### config.mk
export PLATFORM = sky130hd
export DESIGN_NAME = pipe_wb
export DESIGN_NICKNAME = d
export VERILOG_FILES = /design/src/rtl/wb_pkg.sv /design/src/rtl/wb_fwd_match.sv /design/src/rtl/pipe_wb.sv
export SDC_FILE = /design/constraint.sdc
export NUM_CORES = 1
export LEC_CHECK = 0
export ABC_CLOCK_PERIOD_IN_PS = 3700
export BUFFER_PORTS_ARGS = -buffer_cell sky130_fd_sc_hd__buf_2
export CORE_ASPECT_RATIO = 1.4
export CORE_MARGIN = 2
export CORE_UTILIZATION = 45
export CTS_BUF_LIST = sky130_fd_sc_hd__clkbuf_8
export DETAILED_ROUTE_END_ITERATION = 12
export PLACE_DENSITY = 0.7
export SYNTH_ARGS = -nofsm -noshare
export SYNTH_HDL_FRONTEND = slang
export SYNTH_SLANG_ARGS = --single-unit
### constraint.sdc
create_clock -name clk -period 3.7 [get_ports clk]
set_input_delay 0.74 -clock clk [delete_from_list [all_inputs] [get_ports clk]]
set_output_delay 0.74 -clock clk [all_outputs]
set_load 0.01 [all_outputs]
### src/rtl/wb_pkg.sv
// Shared types and widths for the write-back stage: result entry layout and default widths.
package wb_pkg;

    localparam int IDX_L  = 5;
    localparam int DATA_L = 32;

    typedef struct packed {
        logic              wb_e;
        logic [IDX_L-1:0]  idx;
        logic [DATA_L-1:0] val;
    } wb_entry_t;

    // Occupancy states of the write-back FIFO.
    localparam logic [1:0] ST_EMPTY = 2'd0;
    localparam logic [1:0] ST_PART  = 2'd1;
    localparam logic [1:0] ST_FULL  = 2'd2;

endpackage

### src/rtl/wb_fwd_match.sv
// Youngest-first forwarding search over the pending write-back entries.
// Entries just below wr_ptr are the most recent, so the scan walks backwards from there.
module wb_fwd_match
    import wb_pkg::*;
#(
    parameter int DEPTH = 2,
    parameter int PTR_W = $clog2(DEPTH)
) (
    input  wb_entry_t         entries [DEPTH],
    input  logic [DEPTH-1:0]  valid,
    input  logic [PTR_W-1:0]  wr_ptr,
    input  logic [IDX_L-1:0]  query,
    output logic              hit,
    output logic [DATA_L-1:0] val
);

    logic [PTR_W-1:0] slot;

    always_comb begin
        hit  = 1'b0;
        val  = '0;
        slot = '0;
        for (int k = 1; k <= DEPTH; k++) begin
            slot = wr_ptr - PTR_W'(k);
            if (!hit && (query != '0) && valid[slot] &&
                entries[slot].wb_e && (entries[slot].idx == query)) begin
                hit = 1'b1;
                val = entries[slot].val;
            end
        end
    end

endmodule

### src/rtl/pipe_wb.sv
// Write-back stage: in-order result FIFO committing to the register file with forwarding lookup.
// Optional feature macro WB_RETIRE_CNT_EN implements retire_cnt; otherwise it is tied to 0.
module pipe_wb #(
    parameter int DEPTH  = 2,
    parameter int DATA_L = wb_pkg::DATA_L,
    parameter int IDX_L  = wb_pkg::IDX_L
) (
    input  logic              clk,
    input  logic              rst,
    input  logic              in_valid,
    output logic              in_ready,
    input  logic              in_wb_e,
    input  logic [IDX_L-1:0]  in_wb_idx,
    input  logic [DATA_L-1:0] in_wb_val,
    input  logic              rf_busy,
    output logic              rf_we,
    output logic [IDX_L-1:0]  rf_widx,
    output logic [DATA_L-1:0] rf_wdata,
    input  logic [IDX_L-1:0]  fwd_q_idx,
    output logic              fwd_hit,
    output logic [DATA_L-1:0] fwd_val,
    output logic [31:0]       retire_cnt
);
    import wb_pkg::*;

    localparam int PTR_W = $clog2(DEPTH);

    wb_entry_t        mem [DEPTH];
    wb_entry_t        head;
    logic [PTR_W-1:0] rd_ptr;
    logic [PTR_W-1:0] wr_ptr;
    logic [PTR_W:0]   count;
    logic [PTR_W:0]   count_next;
    logic [1:0]       state;
    logic [1:0]       state_next;
    logic             push;
    logic             pop;
    logic             not_empty;
    logic [DEPTH-1:0] valid_mask;
    logic [PTR_W-1:0] offset;

    assign not_empty = (count != '0);
    assign in_ready  = (count != (PTR_W+1)'(DEPTH));
    assign push      = in_valid && in_ready;
    assign pop       = not_empty && !rf_busy;
    assign head      = mem[rd_ptr];

    always_comb begin
        count_next = count;
        case ({push, pop})
            2'b10:   count_next = count + 1'b1;
            2'b01:   count_next = count - 1'b1;
            default: count_next = count;
        endcase
    end

    always_comb begin
        state_next = ST_PART;
        if (count_next == '0) begin
            state_next = ST_EMPTY;
        end else if (count_next == (PTR_W+1)'(DEPTH)) begin
            state_next = ST_FULL;
        end
    end

    always_ff @(posedge clk or posedge rst) begin
        if (rst) begin
            count  <= '0;
            rd_ptr <= '0;
            wr_ptr <= '0;
            state  <= ST_EMPTY;
        end else begin
            count <= count_next;
            state <= state_next;
            if (push) begin
                wr_ptr <= wr_ptr + 1'b1;
            end
            if (pop) begin
                rd_ptr <= rd_ptr + 1'b1;
            end
        end
    end

    // Storage needs no reset: every consumer is qualified by count or the valid mask.
    always_ff @(posedge clk) begin
        if (push) begin
            mem[wr_ptr] <= '{wb_e: in_wb_e, idx: in_wb_idx, val: in_wb_val};
        end
    end

    always_comb begin
        rf_we    = not_empty && head.wb_e && (head.idx != '0) && !rf_busy;
        rf_widx  = not_empty ? head.idx : '0;
        rf_wdata = not_empty ? head.val : '0;
    end

    // A slot is pending when its distance from rd_ptr is below the occupancy.
    always_comb begin
        valid_mask = '0;
        offset     = '0;
        for (int i = 0; i < DEPTH; i++) begin
            offset        = PTR_W'(i) - rd_ptr;
            valid_mask[i] = ({1'b0, offset} < count);
        end
    end

    wb_fwd_match #(
        .DEPTH (DEPTH),
        .PTR_W (PTR_W)
    ) u_fwd (
        .entries (mem),
        .valid   (valid_mask),
        .wr_ptr  (wr_ptr),
        .query   (fwd_q_idx),
        .hit     (fwd_hit),
        .val     (fwd_val)
    );

`ifdef WB_RETIRE_CNT_EN
    logic [31:0] retire_cnt_q;

    always_ff @(posedge clk or posedge rst) begin
        if (rst) begin
            retire_cnt_q <= '0;
        end else if (pop) begin
            retire_cnt_q <= retire_cnt_q + 32'd1;
        end
    end

    assign retire_cnt = retire_cnt_q;
`else
    assign retire_cnt = 32'd0;
`endif

endmodule

==> impl_summary.md <==
Power
The reported leakage power is 0.00219 uW. Power spread over the standard cell area amounts to 830 nW/um^2. The maximum vdd drop is 0.000481 V.

Worst setup path
The largest driver fanout on the critical path is 17. Traced cell by cell, the critical path runs through mux2i_1 > xnor2_1 > or4_4 > o2111ai_1 > a32oi_1 > buf_2. The dominant delay contributor by cell family on the critical path is XOR/XNOR gates. STA classifies the critical path startpoint as a flip-flop.

The critical path's largest stage delay is 720 ps. The worst setup path is captured at an output pin. The critical path data arrival time is 2880 ps. The required time of the critical path is 2960 ps.

The number of buffers and inverters on the critical path is 1. The standard cell with the maximum stage delay on the critical path is xnor2_1. The critical path class is reg -> out.

Global route
The via count of the first global-routing pass was 4200. The initial antenna violation count is 1. Across every metal layer, demand over resource in global routing totals 23.1%. The first global-routing pass estimated 21.8 mm of wire. Summed over all layers, the global routing overflow is 0.

The largest net degree at the start of global routing is 66.

Clocking
The number of buffers on the longest clock path is 2. The number of buffers added to fix hold violations after cts is 0. The master cell of the clock root buffer is clkbuf_8. TritonCTS built the clock tree. Counting every sink on the clock net gives 80.

The clock input transition at the sequential cells of the worst setup and hold paths is 80 ps. The number of buffers created by CTS is 9. The H-tree was split into 3 levels. The worst-skew pair later-pin latency is 340 ps.

Place
The placed cell area is 5670 sq um. Port buffering added 118 buffers. The routability congestion estimate is 0.746. The HPWL after detailed placement is 8.44 mm.

Logic synthesis
After synthesis the netlist holds a flip-flop and latch count of 80. Each instance of the synthesized netlist takes up on average 11.0 sq um. The synthesized design devotes to its leading area cell type 44.6% of total area. After synthesis, flip-flops and latches occupy 46.5% of the total area. After synthesis, the share of cell area in mux cells is 9.63%. The dominant combinational cell family by area after synthesis is compound AO/OA/AOI/OAI gates. The area fraction in and, or, nand and nor cells after synthesis is 8.65%. After synthesis, the cell types taking the most area are edfxtp_1, o2111ai_1, mux2i_1.

The cell type with the largest total area after synthesis is edfxtp_1. In this run, distinct cell masters in the synthesized netlist total 37. The Yosys warning count is 0.

The synthesized netlist devotes 0.244% of its cell area to adder and majority cells. The synthesized netlist devotes 21.3% of its cell area to compound gates. Synthesis produced 466 cells. The mapped netlist covers 5120 sq um. Of the total synthesized cell area, the portion taken by XOR and XNOR cells is 2.74%.

Floorplan
The die is 94.2 um wide. The die covers 12300 sq um. The floorplan step defined a core boundary enclosing 11200 sq um. The starting density of the core is 45.6%. The height of the die is 130 um. During I/O placement, the number of pins put on the boundary was 151. The cell row count is 46.

Final layout
The layout overhead on the synthesized area is 16.4%. The finished cells cover 5960 sq um. The final net count is 602.

Cells with a size suffix above 1 make up 29.6% of the layout. The fill cell total of the finished layout is 1040. The share of the core filled with cells in the final layout is 53.1%.

STA
Setup violations remaining at the end of the flow were counted as 0. In the finished design, the share of the clock period the worst path needs comes to 97.9%. The final critical-path required period is 3620 ps.

The highest clock frequency the design can meet is 276 MHz. The count of pins over their slew limit was 0. The final worst clock skew is 8.51 ps.

At the pin with the least slew margin, the transition time is 899 ps. The total count of hold-check failures in the final report is 0. Measured against its own limit, the worst slew margin works out to 39.6%.

Drt
Using the TritonRoute via totals, the vias-per-cell ratio works out to 6.36. In the routed design, unresolved DRC markers number 0. The detailed router finished its first iteration with 409 violations.

The number of search-and-repair iterations in the first detailed-routing pass is 4. The mean routed wirelength per cell is 21.0 um. The routed wire length is 14.7 mm.

Detailed routing inserted a total of 4474 vias. In this run the remaining antenna-violating nets after routing total 0.

Min path
The class of the tightest hold or removal check is in -> async.

Run status
The run finished with clean final reports.

Flow run
The number of violations of the max-capacitance limit is 0.
## sequential cells by signal, indices dropped and copies added (netlist names)
signal  cells
wr_ptr      1
rd_ptr      1
count       2
mem        76
## cell usage in the layout (no fill, tap or decap), types with 2 or more instances in the layout
cell and instances:
clkinv_1 2, edfxtp_1 76, or4_4 5, conb_1 32, dfrtp_2 2, inv_1 3
or4_1 3, xor2_1 4, mux2i_1 46, o21ai_1 2, clkbuf_8 9, dfrtp_1 2
nor2_4 3, buf_4 9, nor2_1 39, nor4_4 2, nand2_1 2, buf_6 2
nand3_1 31, and4b_1 2, buf_2 118, bufinv_16 2, o21ai_0 2, xnor2_1 11
o2111ai_1 64, buf_12 5, a32oi_1 31, a31oi_1 33
## final timing paths
path | startpoint | end | slack, ps | cells past startpoint
max | wr_ptr | fwd_val[2] | 80 | 6
min | rst | count[1] | 260 | 2
max reg2reg | wr_ptr | mem[19] | 1230 | 4
min reg2reg | count[0] | count[0] | 650 | 1
max in group asynchronous | rst | wr_ptr | 3280 | 2
min in group clk | in_wb_idx[1] | mem[33] | 580 | 1
## metal layers
| metal | routed length, um | up-vias | GRT usage [%] |
|---|---|---|---|
| li1 | - | 2021 | - |
| met1 | 5770 | 2174 | 28.6 |
| met2 | 7660 | 254 | 39.9 |
| met3 | 1010 | 25 | 4.33 |
| met4 | 310 | 0 | 8.78 |
| met5 | 0 | - | 0 |
## synth_stat cells
cell       number
buf_1           7
dfrtp_1         4
buf_6           7
o211ai_1        1
nor4_2          1
a21oi_1         1
ha_1            1
buf_4          33
o21ai_0         2
mux2i_1        47
nor2_1         42
a32oi_1        31
nand2_1         2
o2111ai_1      64
mux2_1          1
nor3_1          1
a211oi_2        1
edfxtp_1       76
or4_1           3
a22oi_1         1
nor4_4          1
or4_4           1
nand3_1        32
or2_0           1
a31oi_1        33
clkbuf_1       25
conb_1          1
mux2_2          1
o21ai_1         2
and2_1          1
buf_2          20
and3_1          1
nand2b_1        1
xnor2_1        12
xor2_1          4
inv_1           2
and4b_1         2
## worst register-to-register path, cell delays in order (launching register included)
cell     delay, ps
dfrtp_2        510
buf_4          610
inv_1          210
nor2_4         580
buf_12         270
## kinds of logic (layout without fill, tap and decap cells)
group / Yosys count / in the layout
buf+inv: 94 / 151
xor+xnor: 16 / 16
other cells: 1 / 33
simple gates: 89 / 93
compound gates: 136 / 136
mux: 49 / 49
flops: 80 / 80
fa+ha+maj: 1 / 1
## per-stage QoR
| step | power [uW] | setup WS (ps) | hold slack [ps] | instances | TNS, ps |
|---|---|---|---|---|---|
| 6_report | 4950 | 78.6 | 257 | 703 | 0 |
| 5_1_grt | 5240 | -17.4 | 246 | 702 | -25.5 |
| 4_1_cts | 4860 | 32.7 | 245 | 697 | 0 |
| 3_5_place_dp | 4140 | 250 | 628 | 680 | 0 |
| 3_3_place_gp | 4070 | 321 | 614 | 680 | 0 |
| 2_1_floorplan | 3230 | 552 | 506 | 497 | 0 |
## where the power goes
group / internal (uW) / total (uW) / leakage [uW] / switching, uW
logic: 1000 / 2840 / 0.00133 / 1830
registers: 1250 / 1440 / 0.000751 / 183
clock network: 369 / 676 / 0.000105 / 308
## area by class of cell
type	instances	area, sq um	area share (%)
Timing Repair Buffer	134	781	13.1
Antenna cell	1	2.50	0.0420
Clock buffer	9	124	2.08
Multi-Input combinational cell	327	2410	40.4
Sequential cell	80	2380	40.0
Clock inverter	6	76.3	1.28
Tap cell	144	180	3.02
Inverter	2	7.51	0.126
## timing repair
item / 4_1_cts / 5_1_grt
gates resized for setup: 2 / 7
pin swaps: 1 / 1
setup endpoints to repair: 13 / 32
cloned: 2 / 2
hold endpoints to repair: 0 / 0
setup buffers: 0 / 3
Note: power is estimated with default switching activity, not from simulation.
